[src/rtl/distance_poll_master.sv]
// Polling bus initiator for the ultrasonic distance sensor: reads STATUS, then DISTANCE when
// the sensor reports valid data, and derives debounced car_present and stale flags.
module distance_poll_master #(
    parameter int unsigned POLL_PERIOD   = 50000,
    parameter int unsigned HOLD_CYCLES   = 2,
    parameter logic [15:0] STATUS_ADDR   = 16'h0908,
    parameter logic [15:0] DISTANCE_ADDR = 16'h0900,
    parameter logic [15:0] NEAR_THRESH   = 16'd300,
    parameter logic [15:0] FAR_THRESH    = 16'd400,
    parameter int unsigned DEBOUNCE      = 3,
    parameter int unsigned STALE_LIMIT   = 8
) (
    input  logic        clk,
    input  logic        reset,
    input  logic        enable,
    output logic        io_select,
    output logic [15:0] address,
    input  logic [15:0] read_data,
    output logic [15:0] distance,
    output logic        distance_valid,
    output logic        car_present,
    output logic        stale,
    output logic        busy
);

    typedef enum logic [1:0] {IDLE, STAT, GAP, DIST} state_t;

    localparam int TIMER_W = $clog2(POLL_PERIOD + 1);
    localparam int HOLD_W  = $clog2(HOLD_CYCLES + 1);
    localparam int MISS_W  = $clog2(STALE_LIMIT + 1);
    localparam int DEB_W   = $clog2(DEBOUNCE + 1);
    localparam logic [TIMER_W-1:0] TIMER_LAST = TIMER_W'(POLL_PERIOD - 1);
    localparam logic [HOLD_W-1:0]  HOLD_LAST  = HOLD_W'(HOLD_CYCLES - 1);
    localparam logic [MISS_W-1:0]  MISS_LIMIT = MISS_W'(STALE_LIMIT);
    localparam logic [DEB_W-1:0]   DEB_LIMIT  = DEB_W'(DEBOUNCE);

    state_t              state_q, state_d;
    logic [TIMER_W-1:0]  timer_q, timer_d;
    logic [HOLD_W-1:0]   holdCount_q, holdCount_d;
    logic [MISS_W-1:0]   missCount_q, missCount_d;
    logic [DEB_W-1:0]    debCount_q, debCount_d;
    logic                ioSelect_q, ioSelect_d;
    logic [15:0]         address_q, address_d;
    logic [15:0]         distance_q, distance_d;
    logic                distValid_q, distValid_d;
    logic                carPresent_q, carPresent_d;
    logic                stale_q, stale_d;
    logic                tick, holdLast, statusSample, distSample, qualifies;

    always_ff @(posedge clk) begin
        if (reset) begin
            state_q      <= IDLE;
            timer_q      <= '0;
            holdCount_q  <= '0;
            missCount_q  <= '0;
            debCount_q   <= '0;
            ioSelect_q   <= 1'b0;
            address_q    <= '0;
            distance_q   <= '0;
            distValid_q  <= 1'b0;
            carPresent_q <= 1'b0;
            stale_q      <= 1'b0;
        end else begin
            state_q      <= state_d;
            timer_q      <= timer_d;
            holdCount_q  <= holdCount_d;
            missCount_q  <= missCount_d;
            debCount_q   <= debCount_d;
            ioSelect_q   <= ioSelect_d;
            address_q    <= address_d;
            distance_q   <= distance_d;
            distValid_q  <= distValid_d;
            carPresent_q <= carPresent_d;
            stale_q      <= stale_d;
        end
    end

    // The poll timer free-runs while enabled; ticks outside IDLE are simply lost.
    always_comb begin
        tick = enable && (timer_q == TIMER_LAST);
        if (!enable || tick) begin
            timer_d = '0;
        end else begin
            timer_d = timer_q + 1'b1;
        end
        holdLast = (holdCount_q == HOLD_LAST);
        if ((state_q == STAT || state_q == DIST) && !holdLast) begin
            holdCount_d = holdCount_q + 1'b1;
        end else begin
            holdCount_d = '0;
        end
    end

    always_comb begin
        state_d = state_q;
        case (state_q)
            IDLE: if (tick) state_d = STAT;
            STAT: if (holdLast) state_d = read_data[0] ? GAP : IDLE;
            GAP:  state_d = DIST;
            DIST: if (holdLast) state_d = IDLE;
            default: state_d = IDLE;
        endcase
    end

    // Bus outputs are registered, so they are decoded from the state being entered.
    always_comb begin
        ioSelect_d = 1'b0;
        address_d  = '0;
        case (state_d)
            STAT: begin
                ioSelect_d = 1'b1;
                address_d  = STATUS_ADDR;
            end
            DIST: begin
                ioSelect_d = 1'b1;
                address_d  = DISTANCE_ADDR;
            end
            default: ;
        endcase
    end

    always_comb begin
        statusSample = (state_q == STAT) && holdLast;
        distSample   = (state_q == DIST) && holdLast;
        qualifies    = carPresent_q ? (read_data > FAR_THRESH) : (read_data < NEAR_THRESH);
        distance_d   = distance_q;
        distValid_d  = 1'b0;
        carPresent_d = carPresent_q;
        debCount_d   = debCount_q;
        missCount_d  = missCount_q;
        stale_d      = stale_q;
        if (statusSample) begin
            if (!read_data[0]) begin
                if (missCount_q != MISS_LIMIT) missCount_d = missCount_q + 1'b1;
                if (missCount_d == MISS_LIMIT) stale_d = 1'b1;
            end
        end
        // A qualifying sample in the direction away from the current state builds the streak.
        if (distSample) begin
            distance_d  = read_data;
            distValid_d = 1'b1;
            missCount_d = '0;
            stale_d     = 1'b0;
            if (qualifies) begin
                if (debCount_q + 1'b1 == DEB_LIMIT) begin
                    carPresent_d = !carPresent_q;
                    debCount_d   = '0;
                end else begin
                    debCount_d = debCount_q + 1'b1;
                end
            end else begin
                debCount_d = '0;
            end
        end
    end

    assign io_select      = ioSelect_q;
    assign address        = address_q;
    assign distance       = distance_q;
    assign distance_valid = distValid_q;
    assign car_present    = carPresent_q;
    assign stale          = stale_q;
    assign busy           = (state_q != IDLE);

endmodule

[config.mk]
export PLATFORM = sky130hd
export DESIGN_NAME = distance_poll_master
export DESIGN_NICKNAME = d
export VERILOG_FILES = /design/src/rtl/distance_poll_master.sv
export SDC_FILE = /design/constraint.sdc
export NUM_CORES = 1
export LEC_CHECK = 0
export BUFFER_PORTS_ARGS = -buffer_cell sky130_fd_sc_hd__buf_2
export CAP_MARGIN = 20
export CORE_ASPECT_RATIO = 0.7
export CORE_UTILIZATION = 49
export CTS_BUF_LIST = sky130_fd_sc_hd__clkbuf_4
export CTS_CLUSTER_DIAMETER = 100
export CTS_CLUSTER_SIZE = 10
export DETAILED_ROUTE_END_ITERATION = 12
export PLACE_DENSITY = 0.78
export SLEW_MARGIN = 20
export SYNTH_ARGS = -nofsm -noshare
export SYNTH_HDL_FRONTEND = slang
export SYNTH_SLANG_ARGS = --single-unit
[constraint.sdc]
create_clock -name clk -period 1.9 [get_ports clk]
set_clock_uncertainty 0.1 [all_clocks]
set_input_delay 0.38 -clock clk [delete_from_list [all_inputs] [get_ports clk]]
set_output_delay 0.38 -clock clk [all_outputs]
set_load 0.02 [all_outputs]
Word-level counts from Yosys, hierarchy flattened
Index checks and enable logic that the tools add are counted.
{"block": "classes", "add_sub_neg": 4, "multipliers": 0, "div": 0, "magnitude_cmp": 2, "eq_ne": 10, "shift": 0, "mux": 14, "n_bitwise": 2, "reduce_logical": 18}
{"op": "$pmux W12 S2", "count": 1}
{"op": "$add A16 B1 Y16 const B", "count": 1}
{"op": "$eq A16 B16 Y1 const B", "count": 1}
{"op": "$gt A16 B9 Y1 const B", "count": 1}
{"op": "$lt A16 B9 Y1 const B", "count": 1}
{"op": "$mux W2", "count": 6}
{"op": "$mux W4", "count": 3}
{"op": "$eq A2 B2 Y1 const B", "count": 4}
{"op": "$pmux W2 S4", "count": 1}
{"op": "$reduce_or A2 Y1", "count": 4}
{"op": "$eq A2 B1 Y1 const B", "count": 3}
{"op": "$reduce_and A3 Y1", "count": 2}
{"op": "$add A2 B1 Y2 const B", "count": 2}
{"op": "$add A4 B1 Y4 const B", "count": 1}
{"op": "$eq A4 B4 Y1 const B", "count": 1}
{"op": "$logic_and A1 B1 Y1", "count": 4}
{"op": "$ne A4 B4 Y1 const B", "count": 1}
{"op": "$logic_not A1 Y1", "count": 3}
{"op": "$mux W1", "count": 3}
{"op": "$logic_not A2 Y1", "count": 1}
{"op": "$logic_or A1 B1 Y1", "count": 2}
{"op": "$not A1 Y1", "count": 2}
{"op": "$reduce_and A2 Y1", "count": 1}
{"op": "$reduce_bool A2 Y1", "count": 1}
{"block": "totals", "ff_bits": 62, "latchBits": 0, "ram_bits": 0, "romBits": 0, "elab_cells": 61, "memories": 0}

Logic depth before layout (Yosys ltp)
Gate-level depths: netlist (run 1).
{"block": "logic_depth", "ltp_word": 7, "mapped_depth": 7, "ltp_nobuf": 6}

Least setup slack after synthesis (run 1)
OpenSTA, ideal clock, no wires.
{"block": "synth_path", "path_type": "register to register", "startpoint": "register timer_q[5]", "endpoint": "register timer_q[10]", "setup_time_ps": 115, "arrival_ps": 1599, "required_ps": 1685, "path_slack_ps": 87, "path_stages_with_launch": 7, "period_less_slack_ps": 1813, "cell_sequence": "dfxtp_1 or4b_1 nor4_2 or3b_1 buf_6 buf_12 nor2_1"}
{"block": "synth_between", "elab_chain_len": 4}
{"element": "start: declaration", "line": "38", "text": "logic [TIMER_W-1:0] timer_q, timer_d;"}
{"element": "start signal: assignment", "line": "65", "text": "timer_q <= timer_d;"}
{"element": "parallel branches: the longest is 4 deep, another holds $add A16 B1 Y16"}
Parallel ways; which one is timed is not known.
A chain may end at the register's enable or synchronous reset.

Worst setup path after layout (run 1)
{"block": "layout_path", "startpoint": "register timer_q[10]", "endpoint": "register address_q[3] (netlist: address[3])"}
{"block": "layout_between", "elab_chain_len": 6}
{"element": "$eq A16 B16 Y1 *", "line": "80", "text": "tick = enable && (timer_q == TIMER_LAST);"}
{"element": "$logic_and A1 B1 Y1 *", "line": "80"}
{"element": "$mux W2 *", "line": "97", "text": "IDLE: if (tick) state_d = STAT;"}
{"element": "$pmux W2 S4 *", "line": "96", "text": "case (state_q)"}
{"element": "$eq A2 B2 Y1 or $eq A2 B1 Y1 (tied branches)", "line": "109", "text": "case (state_d)"}
{"element": "$pmux W12 S2 *", "line": "109"}
{"element": "end signal: assignment", "line": "70", "text": "address_q <= address_d;"}
{"element": "end: declaration", "line": "43", "text": "logic [15:0] address_q, address_d;"}
Every way passes the cells marked *; elsewhere a longest branch is shown, timed or not.

==> results of run 1 <==
[cell usage in the layout, fill, tap and decap left out, types with 4 or more instances in the layout]
cell	instances
or4_1	4
buf_4	15
o21ai_0	5
buf_2	42
nor3_1	8
xnor2_1	5
and3_1	4
dfxtp_1	46
a21oi_1	24
xor2_1	9
nand3_1	9
inv_1	6
nand2_1	39
nand4_1	7
clkbuf_4	5
conb_1	13
nor2_1	15
[power groups by stage]
stage | Combinational, W | Clock [W] | Sequential (W)
3_5_place_dp | 0.0000853 | 0 | 0.00101
4_1_cts | 0.0000857 | 0.000453 | 0.000989
3_3_place_gp | 0.0000848 | 0 | 0.00101
2_1_floorplan | 0.0000727 | 0 | 0.00101
5_1_grt | 0.0000938 | 0.000487 | 0.000990
6_report | 0.0000861 | 0.000429 | 0.000989
[state kept, by name, summed over array words and instances (netlist names)]
| signal | cells |
|---|---|
| address | 1 |
| stale | 1 |
| holdCount_q | 2 |
| car_present | 1 |
| debCount_q | 2 |
| state_q | 2 |
| io_select | 1 |
| distance | 16 |
| missCount_q | 4 |
| timer_q | 16 |
| distance_valid | 1 |
[through the flow]
stage | setup slack (ns) | TNS (ns)
3_5_place_dp | -0.0148 | -0.0148
4_1_cts | 0.0893 | 0
5_1_grt | 0.0201 | 0
2_1_floorplan | 0.0867 | 0
3_3_place_gp | 0.0403 | 0
6_report | 0.106 | 0
[kinds of logic after synthesis]
kind of cell             after synthesis  share of synthesized area
AND/OR/NAND/NOR                      110                      0.271
AO/OA/AOI/OAI                         42                      0.114
buffers and inverters                 31                     0.0912
multiplexers                           1                    0.00465
adder cells (fa/ha/maj)                4                     0.0232
other                                  1                    0.00174
flip-flops                            47                      0.437
XOR/XNOR                              14                     0.0569
[per-layer routing]
layer	global-route usage	vias up	wire length (µm)
met2	0.303	53	1750
li1	-	949	-
met4	0.0536	0	43
met5	0	-	0
met1	0.278	837	2180
met3	0.0544	5	236
[worst register-to-register path: cells and delay by family, from the launching register on]
kind	cells	cell delay, ns
AOI/OAI and AO/OA	1	0.21
buffers and inverters	1	0.16
and+or+nand+nor	3	0.92
DFF	1	0.33
[final cells by class]
class                   instances  share of cell area
multi-input cells             184               0.432
flip-flops and latches         47               0.377
repair buffers                 58               0.137
well taps                      52              0.0260
clock buffers                   5              0.0150
inverters                       6             0.00901
clock inverters                 2             0.00351
[path summary, 6_finish.rpt]
kind | end | slack [ns] | cells after the start
worst min register to register | holdCount_q[0] | 0.36 | 1
worst max register to register | address[3] | 0.11 | 5
worst max-delay path | address[3] | 0.11 | 5
worst min-delay path | distance[13] | 0.16 | 3
==> results.sh, run 1 <==
export IMPL_run_status="finished, final reports clean"
export IMPL_coreArea_mm2=0.00407
export IMPL_power_total_w=0.00150
export IMPL_synth_top_area_share=0.437
export IMPL_cts_sinks=47
export IMPL_clk_pin_slew_ns=0.13
export IMPL_max_cap_violations=0
export IMPL_cellPowerDensity_mw_per_mm2=602
export IMPL_io_pins=56
export IMPL_fp_dieArea_mm2=0.00467
export IMPL_synthFlopType="dfxtp_1"
export IMPL_hpwl_um=3150
export IMPL_endpoint_kind="flop"
export IMPL_post_cts_buffers=0
export IMPL_routed_wl_um=4200
export IMPL_first_pass_iters=4
export IMPL_setup_viol=0
export IMPL_period_share=0.944
export IMPL_p_switching_w=0.000358
export IMPL_clk_latency_ns=0.35
export IMPL_crit_fanout=2
export IMPL_hold_worst_slack_ns=0.160
export IMPL_synth_edf_count=0
export IMPL_path_class="flop to flop"
export IMPL_htree_levels=2
export IMPL_vias_per_cell=5.21
export IMPL_combPwrFrac=0.057
export IMPL_cts_tree="done"
export IMPL_die_h_um=57.5
export IMPL_root_buffer="clkbuf_4"
export IMPL_regArea_um2=942
export IMPL_grt_pass1_wl_um=7190
export IMPL_slew_viol_final=0
export IMPL_async_flop_share=0
export IMPL_crit_family="simple AND/OR/NAND/NOR gates"
export IMPL_nNetsFinal=325
export IMPL_start_util=0.530
export IMPL_synth_seq_cells=47
export IMPL_dr_total_vias=1844
export IMPL_cts_buffers=5
export IMPL_r2r_start="timer_q[10]"
export IMPL_p_int_w=0.00115
export IMPL_multi_input_area_mm2=0.00108
export IMPL_grt_pass1_vias=1653
export IMPL_cp_start_kind="flop"
export IMPL_wl_per_cell_um=11.9
export IMPL_design_area_mm2=0.00250
export IMPL_cts_resized_gates=0
export IMPL_seq_power_share=0.657
export IMPL_syn_inst=250
export IMPL_cp_required_ns=2.08
export IMPL_gp_congestion=0.826
export IMPL_seq_area_frac_synth=0.437
export IMPL_overflow=0
export IMPL_drtIter0Drc=55
export IMPL_place_area_mm2=0.00243
export IMPL_synthTopCellsByCount="47 x dfxtp_1, 39 x nand2_1, 24 x a21oi_1"
export IMPL_min_from="read_data[13]"
export IMPL_die_w_um=81.2
export IMPL_crit_chain="or4b_1 -> nor4_2 -> buf_4 -> nand3b_1 -> a211oi_1"
export IMPL_antenna_cells=0
export IMPL_hold_class="input pin to flop"
export IMPL_worstPathArrival_ns=1.97
export IMPL_min_period_ns=1.79
export IMPL_leakage_nw=0.988
export IMPL_ir_drop_mv=0.330
export IMPL_postLayoutCoreUtil=0.615
export IMPL_fillers=369
export IMPL_num_rows=19
export IMPL_cts_max_path_buffers=2
export IMPL_slowest_stage="or4b_1"
export IMPL_clockPowerShare=0.285
export IMPL_final_layout_size_suffix_gt1_frac=0.262
export IMPL_synth_top_cell_by_area="dfxtp_1"
export IMPL_cp_num_buf_inv=1
export IMPL_postRouteAntennaNets=0
export IMPL_area_delta_synth_final_pct=16.0
export IMPL_startpoint="timer_q[10]"
export IMPL_portBuffers=42
export IMPL_hold_buffers=0
export IMPL_antenna_found_initial=0
export IMPL_synth_most_common_cell="dfxtp_1"
export IMPL_syn_area_per_cell_um2=8.61
export IMPL_yosys_warnings=0
export IMPL_switching_share=0.238
export IMPL_fmax_mhz=557
export IMPL_final_cells=354
export IMPL_yosys_top_cells_area="dfxtp_1 44%, nand2_1 6.8%, a21oi_1 5.6%"
export IMPL_synthDistinctLibCells=44
export IMPL_dp_cells=347
export IMPL_rsz0062_at_grt="no"
export IMPL_grt_max_degree=22
export IMPL_drc_errors=0
export IMPL_timing_hold_violations_final=0
export IMPL_syn_area_mm2=0.00215
export IMPL_max_stage_delay_ns=0.55
export IMPL_grt_usage=0.199
No activity file was read; power rests on OpenSTA's default activity.
==> run 2: changes to the inputs <==
CORE_MARGIN = 5   (was default)
==> run 2 against run 1 <==
- register-to-register slack got worse by 0.02 ns
- routed wire length rose by 8.4%
- count of clock-buffer cells in the layout did not move
- highest routed layer unchanged
- worst hold slack got worse by 0.0057 ns
==> results.sh, run 2 (synthesis gave the netlist of run 1 again) <==
export IMPL_slowest_stage="or4b_4"
export IMPL_crit_family="simple AND/OR/NAND/NOR gates"
export IMPL_multi_input_area_mm2=0.00109
export IMPL_max_stage_delay_ns=0.56
export IMPL_cts_buffers=5
export IMPL_switching_share=0.239
export IMPL_path_class="flop to flop"
export IMPL_drtIter0Drc=115
export IMPL_num_rows=20
export IMPL_final_cell_mix="46 x dfxtp_1, 42 x buf_2, 39 x nand2_1"
export IMPL_ir_drop_mv=0.403
export IMPL_postRouteAntennaNets=0
export IMPL_start_util=0.500
export IMPL_final_layout_size_suffix_gt1_frac=0.262
export IMPL_antenna_found_initial=0
export IMPL_endpoint_kind="flop"
export IMPL_io_pins=56
export IMPL_power_total_w=0.00151
export IMPL_crit_fanout=2
export IMPL_cts_tree="done"
export IMPL_timing_hold_violations_final=0
export IMPL_crit_chain="or4b_4 -> nor4_4 -> buf_4 -> nand3b_1 -> a211oi_2"
export IMPL_postLayoutCoreUtil=0.583
export IMPL_gp_congestion=0.810
export IMPL_cts_sinks=47
export IMPL_slew_viol_final=0
export IMPL_vias_per_cell=5.18
export IMPL_period_share=0.957
export IMPL_reg2regPathDepth=5
export IMPL_grt_pass1_vias=1715
export IMPL_fillers=394
export IMPL_holdPathStages=3
export IMPL_routed_wl_um=4560
export IMPL_p_int_w=0.00115
export IMPL_grt_max_degree=22
export IMPL_clk_latency_ns=0.36
export IMPL_place_area_mm2=0.00244
export IMPL_htree_levels=2
export IMPL_design_area_mm2=0.00251
export IMPL_regArea_um2=942
export IMPL_setup_tns_ns=0
export IMPL_antenna_cells=0
export IMPL_cp_required_ns=2.09
export IMPL_cts_resized_gates=0
export IMPL_wl_per_cell_um=12.8
export IMPL_area_delta_synth_final_pct=16.6
export IMPL_fp_dieArea_mm2=0.00584
export IMPL_hpwl_um=3440
export IMPL_die_h_um=65.5
export IMPL_grt_pass1_wl_um=7450
export IMPL_coreArea_mm2=0.00430
export IMPL_seq_power_share=0.657
export IMPL_post_cts_buffers=0
export IMPL_run_status="finished, final reports clean"
export IMPL_worstPathArrival_ns=2.00
export IMPL_nNetsFinal=325
export IMPL_cp_num_buf_inv=1
export IMPL_cts_max_path_buffers=2
export IMPL_p_switching_w=0.000359
export IMPL_cp_start_kind="flop"
export IMPL_min_period_ns=1.82
export IMPL_root_buffer="clkbuf_4"
export IMPL_setup_viol=0
export IMPL_overflow=0
export IMPL_grt_usage=0.165
export IMPL_final_common_cell="dfxtp_1"
export IMPL_clk_pin_slew_ns=0.13
export IMPL_max_cap_violations=0
export IMPL_fmax_mhz=550
export IMPL_drc_errors=0
export IMPL_clockPowerShare=0.286
export IMPL_die_w_um=89.2
export IMPL_hold_class="input pin to flop"
export IMPL_path_depth=5
export IMPL_combPwrFrac=0.058
export IMPL_first_pass_iters=4
export IMPL_leakage_nw=1.01
export IMPL_portBuffers=42
export IMPL_hold_buffers=0
export IMPL_cellPowerDensity_mw_per_mm2=600
export IMPL_dr_total_vias=1851
[run 2: cell count changes in the layout (fill, tap and decap cells not counted)]
| cell | previous run | this run |
|---|---|---|
| or4b_4 | 0 | 1 |
| nand3_1 | 9 | 8 |
| a2111oi_1 | 0 | 1 |
| nand3_2 | 0 | 1 |
| a2111oi_2 | 1 | 0 |
| nor4_2 | 2 | 1 |
| nor3b_1 | 0 | 1 |
| or4b_1 | 2 | 1 |
| nor3b_2 | 1 | 0 |
| nor4_4 | 0 | 1 |
[run 2: area by class of cell]
cell class / count / area share
Multi-Input combinational cell: 184 / 0.433
Sequential cell: 47 / 0.375
Timing Repair Buffer: 58 / 0.137
Tap cell: 55 / 0.0274
Clock buffer: 5 / 0.0150
Inverter: 6 / 0.00897
Clock inverter: 2 / 0.00349
[run 2: power groups by stage]
stage / sequential (W) / combinational, W / clock (W)
detailed placement: 0.00101 / 0.0000858 / 0
global placement: 0.00101 / 0.0000850 / 0
finish: 0.000989 / 0.0000870 / 0.000430
CTS: 0.000989 / 0.0000861 / 0.000447
global route: 0.000990 / 0.0000953 / 0.000493
floorplan: 0.00101 / 0.0000727 / 0
[run 2: through the flow]
step | hold slack (ns) | instances | worst slack [ns]
detailed placement | 0.322 | 350 | -0.0557
global placement | 0.319 | 350 | 0.0349
finish | 0.154 | 357 | 0.0821
CTS | 0.135 | 357 | 0.00979
global route | 0.131 | 357 | -0.00256
floorplan | 0.308 | 262 | 0.0867
[run 2: routing by layer]
layer,vias up,global-route usage,wire [µm]
met5,-,0,0
met4,0,0.0743,78
met3,8,0.0702,424
met2,46,0.244,2010
met1,849,0.206,2050
li1,948,-,-
[run 2: worst paths after layout]
path / start / endpoint / slack [ns]
min reg2reg: holdCount_q[0] / holdCount_q[0] / 0.34
min: read_data[3] / distance[3] / 0.15
max reg2reg: timer_q[10] / address[3] / 0.08
max: timer_q[10] / address[3] / 0.08
[run 2: worst min-delay path, delay by kind of cell]
family | cells | cell delay (ns)
buf+inv | 1 | 0.10
simple gates | 1 | 0.05
compound gates | 1 | 0.05
